<file path="src/rtl/seq15_pkg.sv">
// Shared definitions for the 15-step run-control sequencer: state constants,
// control FSM encodings and the sequence successor rule.
package seq15_pkg;

    localparam logic [3:0] S0  = 4'd0;
    localparam logic [3:0] S1  = 4'd1;
    localparam logic [3:0] S2  = 4'd2;
    localparam logic [3:0] S3  = 4'd3;
    localparam logic [3:0] S4  = 4'd4;
    localparam logic [3:0] S5  = 4'd5;
    localparam logic [3:0] S6  = 4'd6;
    localparam logic [3:0] S7  = 4'd7;
    localparam logic [3:0] S8  = 4'd8;
    localparam logic [3:0] S9  = 4'd9;
    localparam logic [3:0] S10 = 4'd10;
    localparam logic [3:0] S11 = 4'd11;
    localparam logic [3:0] S12 = 4'd12;
    localparam logic [3:0] S13 = 4'd13;
    localparam logic [3:0] S14 = 4'd14;

    localparam logic [3:0] LAST_STATE = S14;

    typedef enum logic [1:0] {
        IDLE  = 2'b00,
        RUN   = 2'b01,
        PAUSE = 2'b10
    } ctrlState_t;

    // The final state and any out-of-range value both fall back to S0.
    function automatic logic [3:0] successor(input logic [3:0] cur, input logic [3:0] last);
        return (cur >= last) ? S0 : cur + 4'd1;
    endfunction

endpackage

</file>
<file path="src/rtl/seq15_controller_if.sv">
// User-control and status bundle between the control source and the sequencer.
interface seq15_controller_if #(parameter int PRESCALE_W = 8);

    logic                  Start_i;
    logic                  Stop_i;
    logic                  Pause_i;
    logic                  Step_i;
    logic                  Load_i;
    logic [3:0]            LoadValue_i;
    logic                  OneShot_i;
    logic [PRESCALE_W-1:0] Div_i;
    logic [3:0]            State_o;
    logic                  Busy_o;
    logic                  Wrap_o;
    logic                  Done_o;
    logic [1:0]            CtrlState_o;

    modport master (
        output Start_i, Stop_i, Pause_i, Step_i, Load_i, LoadValue_i, OneShot_i, Div_i,
        input  State_o, Busy_o, Wrap_o, Done_o, CtrlState_o
    );

    modport slave (
        input  Start_i, Stop_i, Pause_i, Step_i, Load_i, LoadValue_i, OneShot_i, Div_i,
        output State_o, Busy_o, Wrap_o, Done_o, CtrlState_o
    );

endinterface

</file>
<file path="src/rtl/seq15_prescaler.sv">
// Advance-rate prescaler: ticks once the count reaches Div_i, then restarts.
module seq15_prescaler #(
    parameter int PRESCALE_W = 8
) (
    input  logic                  Clk_i,
    input  logic                  Reset_i,
    input  logic                  Clear_i,
    input  logic                  Enable_i,
    input  logic [PRESCALE_W-1:0] Div_i,
    output logic                  Tick_o
);

    logic [PRESCALE_W-1:0] count;

    // Using >= lets a mid-run decrease of Div_i tick immediately.
    assign Tick_o = (count >= Div_i);

    always_ff @(posedge Clk_i) begin
        if (Reset_i || Clear_i) begin
            count <= '0;
        end else if (Enable_i) begin
            if (Tick_o) begin
                count <= '0;
            end else begin
                count <= count + 1'b1;
            end
        end
    end

endmodule

</file>
<file path="src/rtl/seq15_controller.sv">
// Run-control sequencer top: control FSM, sequence state register and the
// registered wrap/done/busy pulses.
module seq15_controller #(
    parameter int         PRESCALE_W = 8,
    parameter logic [3:0] LAST_STATE = 4'd14
) (
    input logic               Clk_i,
    input logic               Reset_i,
    seq15_controller_if.slave bus
);

    import seq15_pkg::*;

    ctrlState_t ctrlState, ctrlNext;
    logic [3:0] seqState, seqNext, loadSafe;
    logic       busyQ, wrapQ, doneQ;
    logic       wrapNext, doneNext, prescClear, advance, tick;

    seq15_prescaler #(.PRESCALE_W(PRESCALE_W)) prescaler (
        .Clk_i    (Clk_i),
        .Reset_i  (Reset_i),
        .Clear_i  (prescClear),
        .Enable_i (ctrlState == RUN),
        .Div_i    (bus.Div_i),
        .Tick_o   (tick)
    );

    always_ff @(posedge Clk_i) begin
        if (Reset_i) begin
            ctrlState <= IDLE;
            seqState  <= S0;
            busyQ     <= 1'b0;
            wrapQ     <= 1'b0;
            doneQ     <= 1'b0;
        end else begin
            ctrlState <= ctrlNext;
            seqState  <= seqNext;
            busyQ     <= (ctrlNext == RUN);
            wrapQ     <= wrapNext;
            doneQ     <= doneNext;
        end
    end

    // Priority is Stop > Load > Start/Pause/Step; advances are resolved last so
    // a one-shot wrap can override a coincident Pause.
    always_comb begin
        ctrlNext   = ctrlState;
        seqNext    = seqState;
        wrapNext   = 1'b0;
        doneNext   = 1'b0;
        prescClear = 1'b0;
        advance    = 1'b0;
        loadSafe   = (bus.LoadValue_i > LAST_STATE) ? S0 : bus.LoadValue_i;

        case (ctrlState)
            IDLE: begin
                if (!bus.Stop_i) begin
                    if (bus.Load_i) begin
                        seqNext = loadSafe;
                    end else if (bus.Start_i) begin
                        ctrlNext   = RUN;
                        prescClear = 1'b1;
                    end
                end
            end
            RUN: begin
                if (bus.Stop_i) begin
                    ctrlNext = IDLE;
                end else begin
                    advance = tick;
                    if (bus.Pause_i) begin
                        ctrlNext = PAUSE;
                    end
                end
            end
            PAUSE: begin
                if (bus.Stop_i) begin
                    ctrlNext = IDLE;
                end else if (bus.Load_i) begin
                    seqNext = loadSafe;
                end else if (bus.Start_i) begin
                    ctrlNext   = RUN;
                    prescClear = 1'b1;
                end else begin
                    advance = bus.Step_i;
                end
            end
            default: ctrlNext = IDLE;
        endcase

        if (advance) begin
            seqNext = successor(seqState, LAST_STATE);
            if (seqState == LAST_STATE) begin
                wrapNext = 1'b1;
                if (bus.OneShot_i) begin
                    doneNext = 1'b1;
                    ctrlNext = IDLE;
                end
            end
        end
    end

    assign bus.State_o     = seqState;
    assign bus.CtrlState_o = ctrlState;
    assign bus.Busy_o      = busyQ;
    assign bus.Wrap_o      = wrapQ;
    assign bus.Done_o      = doneQ;

endmodule

</file>
<file path="src/flat_wrapper.sv">
// flat-port wrapper written by rule: the top's interface ports become plain ports
module seq15_controller_flat import seq15_pkg::*;
#(
    parameter int         PRESCALE_W = 8,
    parameter logic [3:0] LAST_STATE = 4'd14
)
  (Clk_i, Reset_i, bus_Start_i, bus_Stop_i, bus_Pause_i, bus_Step_i, bus_Load_i, bus_LoadValue_i, bus_OneShot_i, bus_Div_i, bus_State_o, bus_Busy_o, bus_Wrap_o, bus_Done_o, bus_CtrlState_o);
  seq15_controller_if #(.PRESCALE_W(PRESCALE_W)) bus_i ();
  input logic Clk_i;
  input logic Reset_i;
  input wire logic [$bits(bus_i.Start_i)-1:0] bus_Start_i;
  input wire logic [$bits(bus_i.Stop_i)-1:0] bus_Stop_i;
  input wire logic [$bits(bus_i.Pause_i)-1:0] bus_Pause_i;
  input wire logic [$bits(bus_i.Step_i)-1:0] bus_Step_i;
  input wire logic [$bits(bus_i.Load_i)-1:0] bus_Load_i;
  input wire logic [$bits(bus_i.LoadValue_i)-1:0] bus_LoadValue_i;
  input wire logic [$bits(bus_i.OneShot_i)-1:0] bus_OneShot_i;
  input wire logic [$bits(bus_i.Div_i)-1:0] bus_Div_i;
  output wire logic [$bits(bus_i.State_o)-1:0] bus_State_o;
  output wire logic [$bits(bus_i.Busy_o)-1:0] bus_Busy_o;
  output wire logic [$bits(bus_i.Wrap_o)-1:0] bus_Wrap_o;
  output wire logic [$bits(bus_i.Done_o)-1:0] bus_Done_o;
  output wire logic [$bits(bus_i.CtrlState_o)-1:0] bus_CtrlState_o;
  assign bus_i.Start_i = bus_Start_i;
  assign bus_i.Stop_i = bus_Stop_i;
  assign bus_i.Pause_i = bus_Pause_i;
  assign bus_i.Step_i = bus_Step_i;
  assign bus_i.Load_i = bus_Load_i;
  assign bus_i.LoadValue_i = bus_LoadValue_i;
  assign bus_i.OneShot_i = bus_OneShot_i;
  assign bus_i.Div_i = bus_Div_i;
  assign bus_State_o = bus_i.State_o;
  assign bus_Busy_o = bus_i.Busy_o;
  assign bus_Wrap_o = bus_i.Wrap_o;
  assign bus_Done_o = bus_i.Done_o;
  assign bus_CtrlState_o = bus_i.CtrlState_o;
  seq15_controller #(.PRESCALE_W(PRESCALE_W), .LAST_STATE(LAST_STATE)) u_core (.Clk_i(Clk_i), .Reset_i(Reset_i), .bus(bus_i));
endmodule
</file>
<file path="config.mk">
export PLATFORM = sky130hd
export DESIGN_NAME = seq15_controller_flat
export DESIGN_NICKNAME = d
export VERILOG_FILES = /design/src/rtl/seq15_pkg.sv /design/src/rtl/seq15_controller_if.sv /design/src/rtl/seq15_prescaler.sv /design/src/rtl/seq15_controller.sv /design/src/flat_wrapper.sv
export SDC_FILE = /design/constraint.sdc
export NUM_CORES = 1
export LEC_CHECK = 0
export ABC_AREA = 1
export ABC_CLOCK_PERIOD_IN_PS = 1400
export CORE_MARGIN = 4
export CORE_UTILIZATION = 47
export CTS_BUF_LIST = sky130_fd_sc_hd__clkbuf_8
export DETAILED_ROUTE_END_ITERATION = 7
export GPL_TIMING_DRIVEN = 0
export PLACE_DENSITY = 0.78
export SETUP_SLACK_MARGIN = 0.05
export SKIP_LAST_GASP = 1
export SLEW_MARGIN = 20
export SYNTH_ARGS = -nofsm -noshare
export SYNTH_HDL_FRONTEND = slang
export SYNTH_HIERARCHICAL = 1
export SYNTH_SLANG_ARGS = --single-unit
</file>
<file path="constraint.sdc">
create_clock -name Clk_i -period 1.4 [get_ports Clk_i]
set_input_delay 0.21 -clock Clk_i [delete_from_list [all_inputs] [get_ports Clk_i]]
set_output_delay 0.21 -clock Clk_i [all_outputs]
set_load 0.1 [all_outputs]
</file>
==> results of run 1 <==
==> cell families (layout without fill, tap and decap cells) <==
logic type                 Yosys count  after routing
AOI/OAI and AO/OA                   15             15
xor gates and xnor gates             6              6
adders and majority gates           15             15
buffers and inverters               36             77
DFF                                 17             17
muxes                                1              1
and+or+nand+nor                    105            105
==> worst max-delay path: cells and delay by family (launching register included) <==
family / cells / cell delay [ns]
simple gates: 9 / 0.88
flops: 1 / 0.35
fa+ha+maj: 1 / 0.24
compound gates: 1 / 0.14
buf+inv: 1 / 0.05
==> area by class of cell <==
| type | instances | area [um2] |
|---|---|---|
| Clock buffer | 3 | 41.29 |
| Clock inverter | 1 | 5.005 |
| Fill cell | 187 | 598.1 |
| Inverter | 36 | 140.1 |
| Multi-Input combinational cell | 142 | 1025 |
| Sequential cell | 17 | 382.9 |
| Tap cell | 30 | 37.54 |
| Timing Repair Buffer | 37 | 315.3 |
==> metal layers <==
layer | vias up | share of wire, % | GRT usage [%]
li1 | 690 | - | -
met1 | 608 | 41 | 19.33
met2 | 45 | 52 | 35.03
met3 | 4 | 5.6 | 2.376
met4 | 0 | 1.6 | 7.911
met5 | - | 0 | 0
==> registers in the layout, summed over array words and instances, names as in the netlist <==
name	flops
u_core/bus.Busy_o	1
u_core/bus.Done_o	1
u_core/bus.Wrap_o	1
u_core/bus.State_o	4
u_core/bus.CtrlState_o	2
u_core/prescaler/count	8
==> timing repair <==
item,CTS,global route
endpoints found under the setup margin,26,19
pin swaps,18,18
gates resized for setup,67,21
setup buffers,4,5
==> path summary, 6_finish.rpt <==
path | endpoint | slack, ns | cells after the start
setup / recovery | u_core/bus.State_o[0] | -0.31 | 12
hold / removal | u_core/prescaler/count[6] | 0.56 | 2
setup reg to reg | u_core/bus.State_o[0] | -0.31 | 12
hold reg to reg | u_core/prescaler/count[6] | 0.56 | 2
==> cell usage in the layout, fill, tap and decap left out, types with 3 or more instances in the layout <==
cell type	netlist	final
clkdlybuf4s50_1	0	12
nand3_2	0	5
dlygate4sd2_1	0	7
dfxtp_4	0	10
ha_4	0	9
dfxtp_2	0	4
nand4_1	3	3
buf_2	0	6
ha_1	15	6
nand3_1	13	8
nand2_1	40	31
clkbuf_8	0	3
inv_2	2	11
nor2_2	2	5
dfxtp_1	17	3
nor2_1	38	33
o21ai_0	9	9
buf_4	0	8
inv_1	34	23
xor2_1	4	4
nor2_4	2	4
nand2_2	2	10
==> stage by stage <==
step	cells	instance area, um2	utilization (%)	TNS (ns)	power, W
after floorplan	195	1426	-	-0.6644	0.0006853
after global placement	253	1744	68.53	-11.72	0.0007790
after detailed placement	253	1744	68.53	-11.99	0.0007878
after CTS	261	1859	73.06	-1.953	0.001149
after global routing	266	1947	76.50	-4.684	0.001204
final	266	1947	76.50	-2.816	0.001148
==> power by group <==
group          internal [W]  leakage (nW)  switching [W]  total (W)
sequential         0.000481         0.147      0.0000148   0.000496
clock              0.000197        0.0255       0.000162   0.000360
combinational      0.000112         0.712       0.000181   0.000293
==> run metrics, run 1 <==
status=finished, violations left; violated checks=negative setup slack; Total Routing Usage GR=18.23%; element type at the critical path end=flip-flop; post-synthesis simple-gate area fraction=37.00%; CP required=1.59 ns; post-DP HPWL=2.294 mm; Synth top area share=26.48%; largest family of logic cells by synthesized area=simple AND/OR/NAND/NOR gates; H-Tree Depth=1; CP max stage delay=0.35 ns; highest clock rate=584.3 MHz; xor/xnor share of the synthesized area=4.090%; ANT cells=0; gr ovfl total=0; largest net degree at the start of global routing=11; site row count=18; Post-synth top flop=dfxtp_1; worst-margin pin slew=0.5440 ns; IO Pins=29; PD cells=589.8 mW/mm2; Compound-Gate Fraction of Synth Area=6.524%; Post-synth EDFFs=0; final setup vio count=17; initial antenna violation count=0; worst vdd ir=0.5324 mV; CP max-delay cell=dfxtp_4; hold path startpoint=u_core/prescaler/count[6]; count leader, synth=nand2_1; proportion of synthesized area in mux cells=0.7790%; first-pass GRT wire length=5.099 mm; Max-cap violations=0; Critical Path Start=u_core/prescaler/count[5]; Worst setup SP type=flip-flop; via count=1,347; Mean Syn Cell Area=6.590 um2; worst hold-check path type=flip-flop to flip-flop; clock buffer count from CTS=3; number of global-route vias before repair=1,306; critical path type=flip-flop to flip-flop; Sink Count=17; Area contributors post-synth=dfxtp_1 26%, ha_1 15%, nand2_1 12%, nor2_1 11%, inv_1 9.9%; endpoints failing hold=0; post-route ant nets=0; Die Wd=60.29 um; Syn Nets=230; Die Y=60.29 um; synth cell count leaders=40 x nand2_1, 38 x nor2_1, 34 x inv_1, 17 x dfxtp_1, 15 x ha_1; Tmin final=1.711 ns; Core ar.=0.002545 mm2; leakage=0.8848 nW; Nets=272; CTS clk-pin slew, worst paths=0.07 ns; launching point of the worst reg2reg path=u_core/prescaler/count[5]; drt total wl=3.235 mm; clk_lat worst skew=0.25 ns; yosys warns=6; Vias/cell=5.064; Cell variety after synth=23; cell count after synthesis=195; DR pass1 iterations=4; CTS tree=built; clock skew=0.003814 ns; 1st-iter DRT viols=53; GPL Wtd Cong=0.8874; sequential-to-total area share from yosys stat=26.48%; hold buffers post-CTS=0; slew margin rel.=63.90%; Area growth syn-to-layout=51.51%; RSZ-0062 raised after global routing=true; clock tree buffer depth=2; worst path cell trace=ha_4 -> a21oi_2 -> nor2_1 -> nor2_1 -> nand3_2 -> nand2_2 -> nand2_4 -> nand2_8 -> nand3_1 -> nand3_2 -> nand2_1 -> inv_1; # DRC=0; final worst slack=-0.3114 ns; layout cell share with drive strength beyond 1=38.14%; crit path max fanout=8; # port buffers=28; initial core utilization=50.49%; Synth Register Bits=17; CP arrival=1.90 ns; Synth Area in Adders=14.61%; FFs w/ async S/R, synth=0%; area leader, netlist=dfxtp_1; max-slew violations=0; hold slack=0.5640 ns; Placement Setup Slack=-0.6785 ns; fin crit share=122.2%; clk root buf=clkbuf_8; average wire per standard cell=12.16 um; die area=0.003634 mm2; synthesized area=0.001285 mm2
Note: power is estimated with default switching activity, not from simulation.
==> run 2: changes to the inputs <==
--- a/config.mk
+++ b/config.mk
@@ -5,10 +5,9 @@
 export SDC_FILE = /design/constraint.sdc
 export NUM_CORES = 1
 export LEC_CHECK = 0
-export ABC_AREA = 1
-export ABC_CLOCK_PERIOD_IN_PS = 1400
+export ABC_CLOCK_PERIOD_IN_PS = 2150
 export CORE_MARGIN = 4
-export CORE_UTILIZATION = 47
+export CORE_UTILIZATION = 48
 export CTS_BUF_LIST = sky130_fd_sc_hd__clkbuf_8
 export DETAILED_ROUTE_END_ITERATION = 7
 export GPL_TIMING_DRIVEN = 0
==> constraint.sdc (replaced) <==
create_clock -name Clk_i -period 2.15 [get_ports Clk_i]
set_input_delay 0.3225 -clock Clk_i [delete_from_list [all_inputs] [get_ports Clk_i]]
set_output_delay 0.3225 -clock Clk_i [all_outputs]
set_load 0.1 [all_outputs]
==> run 2 against run 1 <==
The flow now finishes without violations. Worst setup slack gained 0.32 ns. First-iteration DRC count shrank 25%. Critical path type unchanged. Combinational power shrank 43%. Sequential share of layout area grew 1.1 points.
==> run metrics, run 2 <==
status=complete, no violations; leakage=0.7099 nW (-20%); worst hold-check path type=flip-flop to flip-flop; IO Pins=29 (unchanged); # port buffers=28 (unchanged); Area contributors post-synth=dfxtp_1 29%, ha_1 16%, nand3_1 6.0%, inv_1 5.5%, nor2_1 4.8%; number of global-route vias before repair=1,061 (-19%); Area growth syn-to-layout=44.28%; Worst R2R Setup Slack=0.006 ns (+0.32 ns); crit path max fanout=8 (unchanged); area leader, netlist=dfxtp_1; drt total wl=2.665 mm (-18%); first-pass GRT wire length=4.409 mm (-14%); sequential-to-total area share from yosys stat=29.09% (+2.6 points); RSZ-0062 raised after global routing=true; # DRC=0 (unchanged); Biggest register=u_core/prescaler/count; Synth top area share=29.09% (+2.6 points); critical path type=flip-flop to flip-flop; element type at the critical path end=flip-flop; die area=0.003291 mm2 (-9.4%); via count=1,146 (-15%); Reg area=350.3 um2 (-8.5%); Die Wd=57.37 um (-4.8%); Mean Syn Cell Area=8.297 um2 (+26%); Max-cap violations=0 (unchanged); Cell variety after synth=41 (+78%); CP max stage delay=0.53 ns (+0.18 ns); Reg2Reg Depth=10 (-2); FFs w/ async S/R, synth=0% (unchanged); Total Routing Usage GR=16.77% (-1.5 points); worst path cell trace=ha_4 -> or4_4 -> a21oi_2 -> o32a_4 -> inv_2 -> and2_4 -> o211ai_2 -> buf_6 -> nor2_2 -> a311oi_2; post-route ant nets=0 (unchanged); Largest register FFs=8 (unchanged); clock tree buffer depth=2 (unchanged); CP delay by family, top=simple AND/OR/NAND/NOR gates; met2 Usage GRT=29.35% (-5.7 points); FF-to-FF End=u_core/bus.State_o[0]; PD cells=438.5 mW/mm2 (-26%); worst vdd ir=0.3629 mV (-32%); hold slack=0.4896 ns (-0.07442 ns); Post-synth EDFFs=0 (unchanged); Vias/cell=5.536 (+9.3%); worst-margin pin slew=0.9703 ns (+0.4263 ns); CTS tree=built; hold path startpoint=u_core/prescaler/count[1]; gr ovfl total=0 (unchanged); Nets=215 (-21%); Syn Nets=176 (-23%); busiest grt layer=met2; met3 Track Usage GR=4.072% (+1.7 points); Synth Register Bits=17 (unchanged); clk_lat worst skew=0.25 ns (about the same); hold buffers post-CTS=0 (unchanged); clock skew=0.001098 ns (-0.002716 ns); Post-synth top flop=dfxtp_1; Die Y=57.37 um (-4.8%); endpoints failing hold=0 (unchanged); most frequent cells in the layout=15 x clkdlybuf4s50_1, 14 x nor2_1, 14 x nand3_1, 12 x dlygate4sd2_1; Min-Delay Endpoint=u_core/prescaler/count[1]; hold path depth=2 (unchanged); launching point of the worst reg2reg path=u_core/prescaler/count[7]; # fillers=164 (-12%); CTS clk-pin slew, worst paths=0.07 ns (about the same); max-slew violations=0 (unchanged); synth cell count leaders=17 x dfxtp_1, 17 x inv_1, 15 x ha_1, 15 x nor2_1, 14 x nand3_1; crit path buf inv count=2 (+1); 1st-iter DRT viols=40 (-25%); layout cell share with drive strength beyond 1=26.82% (-11 points); Tmin final=2.144 ns (+0.4330 ns); Worst setup SP type=flip-flop; synthesized area=0.001170 mm2 (-9.0%); highest clock rate=466.3 MHz (-20%); slew margin rel.=35.11% (-29 points); CP arrival=2.31 ns (+0.41 ns); clock buffer count from CTS=3 (unchanged); initial core utilization=51.40% (+0.91 points); met1 GRT Util=19.38% (+0.047 points); Core ar.=0.002276 mm2 (-11%); area of the multi-input gates=862.1 um2 (-16%); post-DP HPWL=2.070 mm (-9.8%); GPL Wtd Cong=0.7409 (-17%); final setup vio count=0 (-17); DR pass1 iterations=4 (unchanged); average wire per standard cell=12.87 um (+5.9%); CP required=2.31 ns (+0.72 ns); cell count after synthesis=141 (-28%); fin crit share=99.74% (-23 points); initial antenna violation count=0 (unchanged); clk root buf=clkbuf_8; ANT cells=0 (unchanged); most common cell after layout, fill and taps aside=clkdlybuf4s50_1; CP max-delay cell=or4_4; largest net degree at the start of global routing=11 (unchanged); Fin Setup TNS=0 ns (+2.816 ns); H-Tree Depth=1 (unchanged); yosys warns=6 (unchanged); site row count=17 (-1); Sink Count=17 (unchanged)
==> run 2: repair_timing <==
action,CTS,global route
gates resized for setup,28,5
hold endpoints to repair,0,0
buffers inserted,5,1
endpoints found under the setup margin,15,9
pin swaps,12,6
==> run 2: logic make-up after synthesis <==
logic type	synth area share, %
AND/OR/NAND/NOR	27.06
AO/OA/AOI/OAI	18.40
buffers and inverters	6.417
flip-flops	29.09
adder cells (fa/ha/maj)	16.04
XOR/XNOR	2.995
==> run 2: worst max path at each step <==
stage / start / end / slack (ns) / cells after the start
global route: u_core/prescaler/count[7] / u_core/bus.State_o[2] / -0.11 / 10
floorplan: bus_Div_i[7] / u_core/bus.State_o[2] / 0.02 / 11
detailed placement: bus_Div_i[7] / u_core/bus.State_o[0] / -0.68 / 12
CTS: u_core/prescaler/count[7] / u_core/bus.State_o[0] / -0.06 / 10
global placement: bus_Div_i[7] / u_core/bus.State_o[0] / -0.65 / 12
finish: u_core/prescaler/count[7] / u_core/bus.State_o[0] / 0.006 / 10
==> run 2: metrics by stage <==
| step | area, um2 | instances | setup slack (ns) | utilization [%] | total power [W] |
|---|---|---|---|---|---|
| finish | 1688 | 207 | 0.005587 | 74.16 | 0.0007401 |
| global placement | 1520 | 197 | -0.6497 | 66.79 | 0.0004985 |
| global route | 1688 | 207 | -0.1076 | 74.16 | 0.0007709 |
| CTS | 1655 | 206 | -0.06149 | 72.73 | 0.0007387 |
| floorplan | 1205 | 141 | 0.01813 | - | 0.0004369 |
| detailed placement | 1520 | 197 | -0.6795 | 66.79 | 0.0005032 |
==> run 2: cell type report <==
| cell class | instances | area share [%] |
|---|---|---|
| Clock inverter | 1 | 0.2965 |
| Timing Repair Buffer | 34 | 18.46 |
| Buffer | 1 | 0.6672 |
| Multi-Input combinational cell | 106 | 51.07 |
| Sequential cell | 17 | 20.76 |
| Clock buffer | 3 | 2.446 |
| Inverter | 17 | 4.225 |
| Tap cell | 28 | 2.076 |
==> run 2: per-layer routing <==
metal  share of wire [%]  vias up
li1                    -      584
met1                  46      532
met2                  49       25
met3                 4.4        5
met4                 1.1        0
met5                   0        -
==> run 2: power breakdown <==
group          switching, W  internal (W)  leakage [nW]
clock network      0.000112      0.000129        0.0255
logic              0.000100     0.0000682         0.544
registers        0.00000980      0.000321         0.141
==> run 2: tightest hold or removal path: cells and delay by family (launching register included) <==
family / cells / cell delay (ns)
simple gates: 1 / 0.06
flops: 1 / 0.35
compound gates: 1 / 0.05
==> run 3: changes to the inputs <==
--- a/config.mk
+++ b/config.mk
@@ -11,7 +11,7 @@
 export CTS_BUF_LIST = sky130_fd_sc_hd__clkbuf_8
 export DETAILED_ROUTE_END_ITERATION = 7
 export GPL_TIMING_DRIVEN = 0
-export PLACE_DENSITY = 0.78
+export PLACE_DENSITY = 0.9
 export SETUP_SLACK_MARGIN = 0.05
 export SKIP_LAST_GASP = 1
 export SLEW_MARGIN = 20
==> run 3 against run 2 <==
The flow now finishes with violations (negative setup slack). Clock power about the same. Total power is 0.72% higher. First-iteration DRC count fell by 28%. Hold slack better by 0.016 ns. Sequential cell count unchanged. Die area unchanged. Global-route usage is 1.8 points higher. Via count rose by 3.9%. Highest routed layer unchanged. Design area increased by 2.2%. Wire length increased by 19%. Core utilization is 1.6 points higher.
==> run metrics, run 3 (same netlist as run 2, synthesis figures left out) <==
status=finished, violations left; violated checks=negative setup slack; Tmin final=2.279 ns (+0.1347 ns); largest net degree at the start of global routing=11 (unchanged); clock share of power=32.1% (-0.4 points); Min-Delay Endpoint=u_core/prescaler/count[0]; worst path cell trace=ha_2 -> or4_4 -> a21oi_4 -> o32a_4 -> inv_2 -> and2_4 -> o211ai_4 -> buf_6 -> a211oi_2 -> a311oi_1; Sw Pwr=0.0002267 W (+2.2%); drt total wl=3.176 mm (+19%); Core ar.=0.002276 mm2 (unchanged); Sequential Power Share=44.6% (about the same); Worst R2R Setup Slack=-0.13 ns (-0.13 ns); worst-margin pin slew=0.9793 ns (+0.009013 ns); # fillers=171 (+4.3%); Area growth syn-to-layout=47.49%; CTS clk-pin slew, worst paths=0.07 ns (about the same); post-route ant nets=0 (unchanged); Util after Layout=75.81% (+1.6 points); number of global-route vias before repair=1,157 (+9.0%); layout cell share with drive strength beyond 1=28.57% (+1.8 points); Placement Setup Slack=-0.7092 ns (-0.02965 ns); P_int=0.0005186 W (about the same); crit path buf inv count=2 (unchanged); IO Pins=29 (unchanged); FF-to-FF End=u_core/bus.State_o[2]; final setup vio count=6 (+6); most common cell after layout, fill and taps aside=clkdlybuf4s50_1; worst vdd ir=0.4095 mV (+13%); Nets=218 (+1.4%); post-DP HPWL=2.010 mm (-2.9%); worst hold-check path type=flip-flop to flip-flop; initial antenna violation count=0 (unchanged); PD cells=432.0 mW/mm2 (-1.5%); clock skew=0.0008266 ns (-0.0002709 ns); launching point of the worst reg2reg path=u_core/prescaler/count[2]; clock tree buffer depth=2 (unchanged); first-pass GRT wire length=4.836 mm (+9.7%); Fin Setup TNS=-0.4755 ns (-0.4755 ns); H-Tree Depth=1 (unchanged); gr ovfl total=0 (unchanged); GPL Wtd Cong=0.8376 (+13%); most frequent cells in the layout=15 x clkdlybuf4s50_1, 14 x nand3_1, 13 x nor2_1, 12 x dlygate4sd2_1; CP required=2.31 ns (about the same); endpoints failing hold=0 (unchanged); fin crit share=106.0% (+6.3 points); hold path startpoint=u_core/prescaler/count[0]; Sink Count=17 (unchanged); hold path depth=2 (unchanged); element type at the critical path end=flip-flop; Die Wd=57.37 um (unchanged); Die Y=57.37 um (unchanged); site row count=17 (unchanged); average wire per standard cell=15.12 um (+17%); Max-cap violations=0 (unchanged); CTS tree=built; RSZ-0062 raised after global routing=true; CP max stage delay=0.53 ns (about the same); slew margin rel.=34.51% (-0.60 points); Largest register FFs=8 (unchanged); # port buffers=28 (unchanged); 1st-iter DRT viols=29 (-28%); Biggest register=u_core/prescaler/count; via count=1,191 (+3.9%); Final Non-Filler Cells=210 (+1.4%); Comb power frac=23.2% (+0.5 points); final worst slack=-0.1291 ns (-0.1347 ns); Worst setup SP type=flip-flop; DR pass1 iterations=4 (unchanged); Placed Cells=197 (unchanged); Switching Fraction=30.42% (+0.43 points); CP delay by family, top=compound AO/OA/AOI/OAI gates; die area=0.003291 mm2 (unchanged); crit path max fanout=7 (-1); # DRC=0 (unchanged); critical path type=flip-flop to flip-flop; CP arrival=2.43 ns (+0.12 ns); leakage=0.7145 nW (+0.65%); Vias/cell=5.671 (+2.4%); Reg2Reg Depth=10 (unchanged); clk_lat worst skew=0.25 ns (about the same); initial core utilization=51.40% (unchanged); highest clock rate=438.8 MHz (-5.9%); ANT cells=0 (unchanged); CP max-delay cell=or4_4; clock buffer count from CTS=3 (unchanged); clk root buf=clkbuf_8; Total Routing Usage GR=18.61% (+1.8 points); max-slew violations=0 (unchanged)
## run 3: cell types whose count changed in the layout (fill, tap and decap cells not counted), sizes merged
cell / before / now
buf: 7 / 10
## run 3: how the worst max path moves through the flow
| stage | to | cells past startpoint | startpoint | slack (ns) |
|---|---|---|---|---|
| after floorplan | u_core/bus.State_o[2] | 11 | bus_Div_i[7] | 0.02 |
| after global placement | u_core/bus.State_o[0] | 12 | bus_Div_i[7] | -0.64 |
| after detailed placement | u_core/bus.Busy_o | 11 | bus_Div_i[7] | -0.71 |
| after CTS | u_core/bus.State_o[0] | 10 | u_core/prescaler/count[7] | -0.07 |
| after global routing | u_core/bus.State_o[1] | 11 | u_core/prescaler/count[7] | -0.19 |
| final | u_core/bus.State_o[2] | 10 | u_core/prescaler/count[2] | -0.13 |
## run 3: power groups by stage
stage	sequential [W]	clock [W]	combinational (W)
after floorplan	0.000380	0	0.0000564
after global placement	0.000339	0	0.000158
after detailed placement	0.000339	0	0.000164
after CTS	0.000332	0.000240	0.000165
after global routing	0.000334	0.000254	0.000186
final	0.000333	0.000240	0.000173
## run 3: worst min-delay path: cells and delay by family (launching register included)
kind | cells | cell delay [ns]
flip-flops | 1 | 0.34
AND/OR/NAND/NOR | 1 | 0.07
AO/OA/AOI/OAI | 1 | 0.06
## run 3: through the flow
step / hold WS [ns] / total power, W / instance area (um2)
after detailed placement: 0.5071 / 0.0005031 / 1520
after CTS: 0.5208 / 0.0007370 / 1679
after floorplan: 0.4005 / 0.0004369 / 1205
final: 0.5053 / 0.0007454 / 1725
after global routing: 0.5293 / 0.0007742 / 1725
after global placement: 0.5028 / 0.0004970 / 1520
## run 3: repair_timing
| item | 4_1_cts | 5_1_grt |
|---|---|---|
| hold endpoints to repair | 0 | 0 |
| hold buffers | 0 | 0 |
| gates resized for setup | 29 | 7 |
| buffers inserted | 7 | 2 |
| pin swaps | 11 | 4 |
| endpoints found under the setup margin | 15 | 9 |
## run 3: area by class of cell
cell class / count / area, um2 / area share, %
multi-input cells: 106 / 879.6 / 50.98
flip-flops and latches: 17 / 347.8 / 20.16
repair buffers: 37 / 334.1 / 19.36
inverters: 17 / 71.32 / 4.133
clock buffers: 3 / 41.29 / 2.393
well taps: 28 / 35.03 / 2.030
plain buffers: 1 / 11.26 / 0.6526
clock inverters: 1 / 5.005 / 0.2901
## run 3: routing by layer
layer | routed length [um] | share of wire, % | track usage (%)
met1 | 1310 | 41 | 19.38
met2 | 1620 | 51 | 34.03
met3 | 163 | 5.1 | 3.620
met4 | 80 | 2.5 | 10.93
met5 | 0 | 0 | 0
